==> src/rtl/sipo4_feeder_pkg.sv <==
// Shared constants for the 4-bit serial-in/parallel-out feeder.
package sipo4_feeder_pkg;

  localparam int unsigned SIPO_W     = 4;
  localparam logic [2:0]  FILL_MAX   = 3'd4;
  localparam logic [2:0]  FILL_EMPTY = 3'd0;

endpackage

==> src/rtl/sipo4_feeder_if.sv <==
// Bus between the feeder and its parent.
//   master: drives din, shift_en, clr, load, load_val; observes q0..q3, fill_cnt, full, din_db
//   slave : the feeder side of the same signals
interface sipo4_feeder_if;
  import sipo4_feeder_pkg::*;

  logic              din;
  logic              shift_en;
  logic              clr;
  logic              load;
  logic [SIPO_W-1:0] load_val;
  logic              q0;
  logic              q1;
  logic              q2;
  logic              q3;
  logic [2:0]        fill_cnt;
  logic              full;
  logic              din_db;

  modport master (
    output din, shift_en, clr, load, load_val,
    input  q0, q1, q2, q3, fill_cnt, full, din_db
  );

  modport slave (
    input  din, shift_en, clr, load, load_val,
    output q0, q1, q2, q3, fill_cnt, full, din_db
  );

endinterface

==> src/rtl/sipo4_feeder_din_debounce.sv <==
// Two-flop synchroniser followed by a stability counter on the raw serial input.
//   clk, rst_n : clock, async active-low reset
//   din_i      : raw asynchronous input
//   din_db_o   : debounced value, updates after DB_CYCLES stable clocks at the sync output
module sipo4_feeder_din_debounce #(
  parameter int unsigned DB_CYCLES = 3,
  parameter int unsigned DB_W      = 4
) (
  input  logic clk,
  input  logic rst_n,
  input  logic din_i,
  output logic din_db_o
);

  logic            s1_q, s2_q;
  logic [DB_W-1:0] cnt_q, cnt_d;
  logic            db_q, db_d;
  logic [DB_W-1:0] cnt_inc;

  // Registers: synchroniser chain, counter, debounced value
  always_ff @(posedge clk or negedge rst_n) begin
    if (!rst_n) begin
      s1_q  <= 1'b0;
      s2_q  <= 1'b0;
      cnt_q <= '0;
      db_q  <= 1'b0;
    end else begin
      s1_q  <= din_i;
      s2_q  <= s1_q;
      cnt_q <= cnt_d;
      db_q  <= db_d;
    end
  end

  assign cnt_inc = DB_W'(cnt_q + DB_W'(1));

  // Count clocks of disagreement; any agreement restarts the count
  always_comb begin
    cnt_d = '0;
    db_d  = db_q;
    if (s2_q != db_q) begin
      if (cnt_inc == DB_W'(DB_CYCLES)) begin
        db_d = s2_q;
      end else begin
        cnt_d = cnt_inc;
      end
    end
  end

  assign din_db_o = db_q;

endmodule

==> src/rtl/sipo4_feeder.sv <==
// Serial-in/parallel-out feeder for a downstream 4-input AND stage.
//   clk, rst_n : clock, async active-low reset
//   bus        : slave side of sipo4_feeder_if (strobes, load value, q0..q3,
//                fill count, full flag, debounced input)
module sipo4_feeder
  import sipo4_feeder_pkg::*;
#(
  parameter int unsigned DB_CYCLES = 3,
  parameter int unsigned DB_W      = 4
) (
  input  logic           clk,
  input  logic           rst_n,
  sipo4_feeder_if.slave  bus
);

  logic              din_db;
  logic [SIPO_W-1:0] q_q, q_d;
  logic [2:0]        fill_q, fill_d;
  logic              full_q, full_d;

  sipo4_feeder_din_debounce #(
    .DB_CYCLES (DB_CYCLES),
    .DB_W      (DB_W)
  ) u_din_debounce (
    .clk      (clk),
    .rst_n    (rst_n),
    .din_i    (bus.din),
    .din_db_o (din_db)
  );

  // State register: shift register, fill count (EMPTY/FILLING/FULL) and full flag
  always_ff @(posedge clk or negedge rst_n) begin
    if (!rst_n) begin
      q_q    <= '0;
      fill_q <= FILL_EMPTY;
      full_q <= 1'b0;
    end else begin
      q_q    <= q_d;
      fill_q <= fill_d;
      full_q <= full_d;
    end
  end

  // Next state with clr > load > shift_en priority; fill count saturates at FULL
  always_comb begin
    q_d    = q_q;
    fill_d = fill_q;
    if (bus.clr) begin
      q_d    = '0;
      fill_d = FILL_EMPTY;
    end else if (bus.load) begin
      q_d    = bus.load_val;
      fill_d = FILL_MAX;
    end else if (bus.shift_en) begin
      q_d = {q_q[SIPO_W-2:0], din_db};
      if (fill_q != FILL_MAX) begin
        fill_d = 3'(fill_q + 3'd1);
      end
    end
    // Flag derived from the next count so it lands on the same edge as the count
    full_d = (fill_d == FILL_MAX);
  end

  // Outputs straight from registers
  always_comb begin
    bus.q0       = q_q[0];
    bus.q1       = q_q[1];
    bus.q2       = q_q[2];
    bus.q3       = q_q[3];
    bus.fill_cnt = fill_q;
    bus.full     = full_q;
    bus.din_db   = din_db;
  end

endmodule

==> src/flat_wrapper.sv <==
// flat-port wrapper written by rule: the top's interface ports become plain ports
module sipo4_feeder_flat import sipo4_feeder_pkg::*;
#(
  parameter int unsigned DB_CYCLES = 3,
  parameter int unsigned DB_W      = 4
)
  (clk, rst_n, bus_din, bus_shift_en, bus_clr, bus_load, bus_load_val, bus_q0, bus_q1, bus_q2, bus_q3, bus_fill_cnt, bus_full, bus_din_db);
  sipo4_feeder_if bus_i ();
  input  logic clk;
  input  logic rst_n;
  input wire logic [$bits(bus_i.din)-1:0] bus_din;
  input wire logic [$bits(bus_i.shift_en)-1:0] bus_shift_en;
  input wire logic [$bits(bus_i.clr)-1:0] bus_clr;
  input wire logic [$bits(bus_i.load)-1:0] bus_load;
  input wire logic [$bits(bus_i.load_val)-1:0] bus_load_val;
  output wire logic [$bits(bus_i.q0)-1:0] bus_q0;
  output wire logic [$bits(bus_i.q1)-1:0] bus_q1;
  output wire logic [$bits(bus_i.q2)-1:0] bus_q2;
  output wire logic [$bits(bus_i.q3)-1:0] bus_q3;
  output wire logic [$bits(bus_i.fill_cnt)-1:0] bus_fill_cnt;
  output wire logic [$bits(bus_i.full)-1:0] bus_full;
  output wire logic [$bits(bus_i.din_db)-1:0] bus_din_db;
  assign bus_i.din = bus_din;
  assign bus_i.shift_en = bus_shift_en;
  assign bus_i.clr = bus_clr;
  assign bus_i.load = bus_load;
  assign bus_i.load_val = bus_load_val;
  assign bus_q0 = bus_i.q0;
  assign bus_q1 = bus_i.q1;
  assign bus_q2 = bus_i.q2;
  assign bus_q3 = bus_i.q3;
  assign bus_fill_cnt = bus_i.fill_cnt;
  assign bus_full = bus_i.full;
  assign bus_din_db = bus_i.din_db;
  sipo4_feeder #(.DB_CYCLES(DB_CYCLES), .DB_W(DB_W)) u_core (.clk(clk), .rst_n(rst_n), .bus(bus_i));
endmodule
==> config.mk <==
export PLATFORM = sky130hd
export DESIGN_NAME = sipo4_feeder_flat
export DESIGN_NICKNAME = d
export VERILOG_FILES = /design/src/rtl/sipo4_feeder_pkg.sv /design/src/rtl/sipo4_feeder_if.sv /design/src/rtl/sipo4_feeder_din_debounce.sv /design/src/rtl/sipo4_feeder.sv /design/src/flat_wrapper.sv
export SDC_FILE = /design/constraint.sdc
export NUM_CORES = 1
export LEC_CHECK = 0
export CORE_MARGIN = 2
export CORE_UTILIZATION = 25
export DETAILED_ROUTE_END_ITERATION = 16
export PLACE_DENSITY_LB_ADDON = 0.05
export SKIP_CTS_REPAIR_TIMING = 1
export SLEW_MARGIN = 20
export SYNTH_ARGS = -nofsm -noshare
export SYNTH_HDL_FRONTEND = slang
export SYNTH_SLANG_ARGS = --single-unit
==> constraint.sdc <==
create_clock -name clk -period 1.85 [get_ports clk]
set_clock_uncertainty 0.1 [all_clocks]
set_input_delay 0.37 -clock clk [delete_from_list [all_inputs] [get_ports clk]]
set_output_delay 0.37 -clock clk [all_outputs]
set_load 0.01 [all_outputs]
Yosys cells after proc, flatten, opt, wreduce, memory -nomap -nowiden

Index checks and enable logic that the tools add are counted.

Reduce and logical (&&, ||, !) cells: 2
Equality and inequality tests: 4
Mux-type cells: 9
Add/sub/neg operators: 2

Operators with widths:

| kind                  | number |
|---|---|
| $mux W4               | 5 |
| $mux W3               | 4 |
| $add A4 B1 Y4 const B | 1 |
| $eq A4 B2 Y1 const B  | 1 |
| $add A3 B1 Y3 const B | 1 |
| $eq A3 B3 Y1 const B  | 1 |
| $ne A3 B3 Y1 const B  | 1 |
| $reduce_bool A3 Y1    | 1 |
| $reduce_and A2 Y1     | 1 |
| $ne A1 B1 Y1          | 1 |

Flip-flop bits (word level): 15
Output and inout bits: 9
Logic and storage cells: 24

Logic depth before layout (Yosys ltp)

Gate-level depths: netlist of run 1.

Word-level depth: 6
Depth in mapped cells: 6

Modules after synthesis

A second synthesis of run 1 with hierarchy kept.

Cell total of the unflattened synthesis: 62
Area, all modules: 765.7 um^2

Modules (own cells, without submodules):

| module                    | sequential area each (um^2) | instances | cells each | area each (um^2) |
|---|---|---|---|---|
| sipo4_feeder              | 200.2                       | 1         | 38         | 454.2 |
| sipo4_feeder_din_debounce | 175.2                       | 1         | 24         | 311.5 |

Worst setup path after synthesis of run 1

OpenSTA, ideal clock, no wires.

Path kind: register to register
Start point: reg u_core.u_din_debounce.cnt_q[0]
End point: reg u_core.u_din_debounce.db_q, in the netlist u_core.u_din_debounce.din_db_o
Stages on the path, launching flop included: 5
Clock period less this slack: 1,784 ps
Slack: 66 ps
Arrival: 1,559 ps
Required time: 1,625 ps
Cell sequence: dfrtp_1 ha_1 or4b_4 o21ai_2 mux2_4

Word-level cells in the longest chain between the ends: 3

RTL lines:

| element                     | line                            | source |
|---|---|---|
| start, declared             | sipo4_feeder_din_debounce.sv:16 | `logic [DB_W-1:0] cnt_q, cnt_d;` |
| start signal, assigned      | sipo4_feeder_din_debounce.sv:30 | `cnt_q <= cnt_d;` |
| $add A4 B1 Y4               | sipo4_feeder_din_debounce.sv:35 | `assign cnt_inc = DB_W'(cnt_q + DB_W'(1));` |
| $eq A4 B2 Y1                | sipo4_feeder_din_debounce.sv:42 | `if (cnt_inc == DB_W'(DB_CYCLES)) begin` |
| $reduce_and A2 Y1 (no line) | --                              |  |
| end signal, assigned        | sipo4_feeder_din_debounce.sv:26 | `db_q <= 1'b0;` |
| end signal, assigned        | sipo4_feeder_din_debounce.sv:31 | `db_q <= db_d;` |
| end, declared               | sipo4_feeder_din_debounce.sv:17 | `logic db_q, db_d;` |

No other way between the ends.
A chain may end at the register's enable or synchronous reset.

Worst setup path in the final report of run 1

Same ends and word-level chain as after synthesis.

==> flow_summary.ini, run 1 <==
[setup_path]
reg2reg_from = u_core.u_din_debounce.cnt_q[0]$_DFF_PN0_
startpoint = u_core.u_din_debounce.cnt_q[0]$_DFF_PN0_
worstPathRequired_ps = 1930
path_class = reg -> reg
endpoint_kind = flop
cp_max_fo = 5
arrival_ps = 1870
critPathLaunchType = flop
r2r_end = u_core.u_din_debounce.din_db_o$_DFFE_PN0P_
rrSetupSlack_ps = 60
ff2ff_path_depth = 4

[floorplanning]
rows = 19
die_area_um2 = 3370
die_w_um = 58.1
fp.dieH_um = 58.1
start_util_pct = 26.5
coreArea_um2 = 2760
io-pin-count = 19

[grt]
grt_max_degree = 16
grt_overflow = 0
antenna_found_initial = 0
grt_pass1_vias = 595
track_usage_pct = 10.4
grt_pass1_wl_mm = 2.68

[detailed_routing]
via_count = 547
drtAntennaViolNets = 0
avgRoutedWirePerCell_um = 11.9
drc_errors = 0
drtPass1Iterations = 6
detail_route.wirelength_mm = 1.46
first_iter_violations = 8
via_per_inst = 4.45

[clocking]
cts_buffers = 3
ctsLongestPathBuffers = 2
cts_root_buffer = clkbuf_4
cts_tree = done
htreeDepth = 1
clk_pin_slew_worst_paths_ps = 100
clkSinkCount = 15
clk_latency_ps = 280

[synth]
syn_nets = 82
synth.distinct_cells = 23
synthArstFlopShare_pct = 100
yosysSeqAreaShare_pct = 51.4
yosysTopAreaCell = dfrtp_1
synthFlopType = dfrtp_1
ys_ff_latch = 15
synth_area_leaders = dfrtp_1, ha_1, nor2_1
syn_area_um2 = 731
ys_warn_count = 0
syn_inst = 68
syn_avg_cell_area_um2 = 10.7
synth.top_cell.area_share_pct = 51.4
synth-edff-count = 0

[worst_hold_path]
min_path_type = reg -> reg
min_path_cells = 0
holdPathEnd = u_core.u_din_debounce.s2_q$_DFF_PN0_
min-delay-start = u_core.u_din_debounce.s1_q$_DFF_PN0_

[sta]
tns_ps = 0
fin_crit_sh_pct = 97.0
period_needed_ps = 1790
rsz0062_at_grt = false
setup_viol = 0
slew_violations = 0
tightestPinTransition_ps = 316
relSlewSlack_pct = 78.8
fmax_mhz = 557
fin_hold_ws_ps = 257
final_hold_viol_count = 0

[outcome]
status = complete, no violations

[power_and_ir_drop]
power_density_nw_per_um2 = 878
vdd_drop_max_mv = 0.438
leakage_uw = 0.000443

[finish]
drive_gt1_share_pct = 16.3
multi_input_area_um2 = 342
syn2layout_area_growth_pct = 38.7
ff_latch_area_um2 = 377
num_antenna_cells = 0
fillCellCount = 291
final_nets = 107

[place]
io_buffers = 18
routabilityCongestion = 0.716

[job]
drv_cap = 0
-- state kept, by name (all words and copies together) (netlist names) --
register / cells
u_core.bus.fill_cnt: 3
u_core.u_din_debounce.s1_q: 1
u_core.u_din_debounce.s2_q: 1
u_core.bus.full: 1
u_core.q_q: 4
u_core.u_din_debounce.din_db_o: 1
u_core.u_din_debounce.cnt_q: 4
-- how the worst max path moves through the flow --
| stage | to | depth (start not counted) |
|---|---|---|
| finish | u_core.u_din_debounce.din_db_o$_DFFE_PN0P_ | 4 |
| global route | u_core.u_din_debounce.din_db_o$_DFFE_PN0P_ | 4 |
| CTS | u_core.u_din_debounce.din_db_o$_DFFE_PN0P_ | 4 |
| detailed placement | u_core.u_din_debounce.din_db_o$_DFFE_PN0P_ | 4 |
| global placement | u_core.u_din_debounce.din_db_o$_DFFE_PN0P_ | 4 |
| floorplan | u_core.u_din_debounce.din_db_o$_DFFE_PN0P_ | 4 |
-- layout by cell type, fill, tap and decap left out, types with 3 or more instances in the layout --
| cell | synthesis | final |
|---|---|---|
| inv_1 | 3 | 3 |
| ha_1 | 4 | 3 |
| a21oi_1 | 6 | 6 |
| clkbuf_4 | 0 | 3 |
| xnor2_1 | 4 | 4 |
| nor2_1 | 12 | 12 |
| nor3_1 | 4 | 4 |
| buf_4 | 0 | 5 |
| clkdlybuf4s50_1 | 0 | 18 |
| dfrtp_1 | 15 | 14 |
| mux2i_1 | 4 | 4 |
-- report_power, final --
part / switching (µW) / total, µW / internal (µW)
logic: 112 / 275 / 163
clock network: 110 / 190 / 80.1
registers: 50.3 / 425 / 375
-- stage by stage --
| stage | power (µW) | utilization, % | std cells | worst slack (ps) | area, µm² |
|---|---|---|---|---|---|
| floorplan | 580 | - | 68 | 65.6 | 731 |
| global placement | 693 | 35.1 | 118 | 61.2 | 967 |
| detailed placement | 690 | 35.1 | 118 | 27.6 | 967 |
| CTS | 889 | 36.1 | 122 | 11.1 | 995 |
| global route | 970 | 36.8 | 123 | 8.09 | 1010 |
| finish | 890 | 36.8 | 123 | 55.6 | 1010 |
-- Yosys cell counts (2+ instances only) --
library cell  count
mux2i_1           4
dfrtp_1          15
inv_1             3
a21oi_1           6
nand3_1           2
xnor2_1           4
nor2_1           12
nor3_1            4
ha_1              4
-- per-layer routing --
| layer | routed length, µm | up-vias | part of all wire, % | GRT usage (%) |
|---|---|---|---|---|
| met4 | 16 | 0 | 1.1 | 4.98 |
| met2 | 648 | 17 | 44 | 15.9 |
| li1 | - | 277 | - | - |
| met1 | 724 | 251 | 49 | 13.8 |
| met3 | 75 | 2 | 5.1 | 2.46 |
| met5 | 0 | - | 0 | 0 |
-- kinds of logic after synthesis --
kind of cell    count (synthesis)  share of synthesized area, %
flops                          15                          51.4
buf+inv                         6                          3.25
xor+xnor                        5                          5.99
simple gates                   22                          14.9
compound gates                 11                          10.1
mux                             5                          7.53
fa+ha+maj                       4                          6.85
-- worst max-delay path: stages (launching register included) --
cell and delay [ps]:
dfrtp_1 430, ha_2 210, or4b_4 540, o21ai_4 100
mux2_4 310
-- area by class of cell --
| cell class | instances | area share [%] |
|---|---|---|
| inverters | 3 | 1.11 |
| multi-input cells | 47 | 33.7 |
| clock buffers | 3 | 2.22 |
| well taps | 31 | 3.83 |
| flip-flops and latches | 15 | 37.2 |
| clock inverters | 1 | 0.494 |
| repair buffers | 23 | 21.5 |
Note: power is estimated with default switching activity, not from simulation.
==> inputs of run 2 (changes only) <==
--- a/config.mk
+++ b/config.mk
@@ -10,7 +10,7 @@
 export DETAILED_ROUTE_END_ITERATION = 16
 export PLACE_DENSITY_LB_ADDON = 0.05
 export SKIP_CTS_REPAIR_TIMING = 1
-export SLEW_MARGIN = 20
+export SLEW_MARGIN = 15
 export SYNTH_ARGS = -nofsm -noshare
 export SYNTH_HDL_FRONTEND = slang
 export SYNTH_SLANG_ARGS = --single-unit
==> results of run 2 <==
The final DEF is identical to that of run 1; final timing and power are the same.
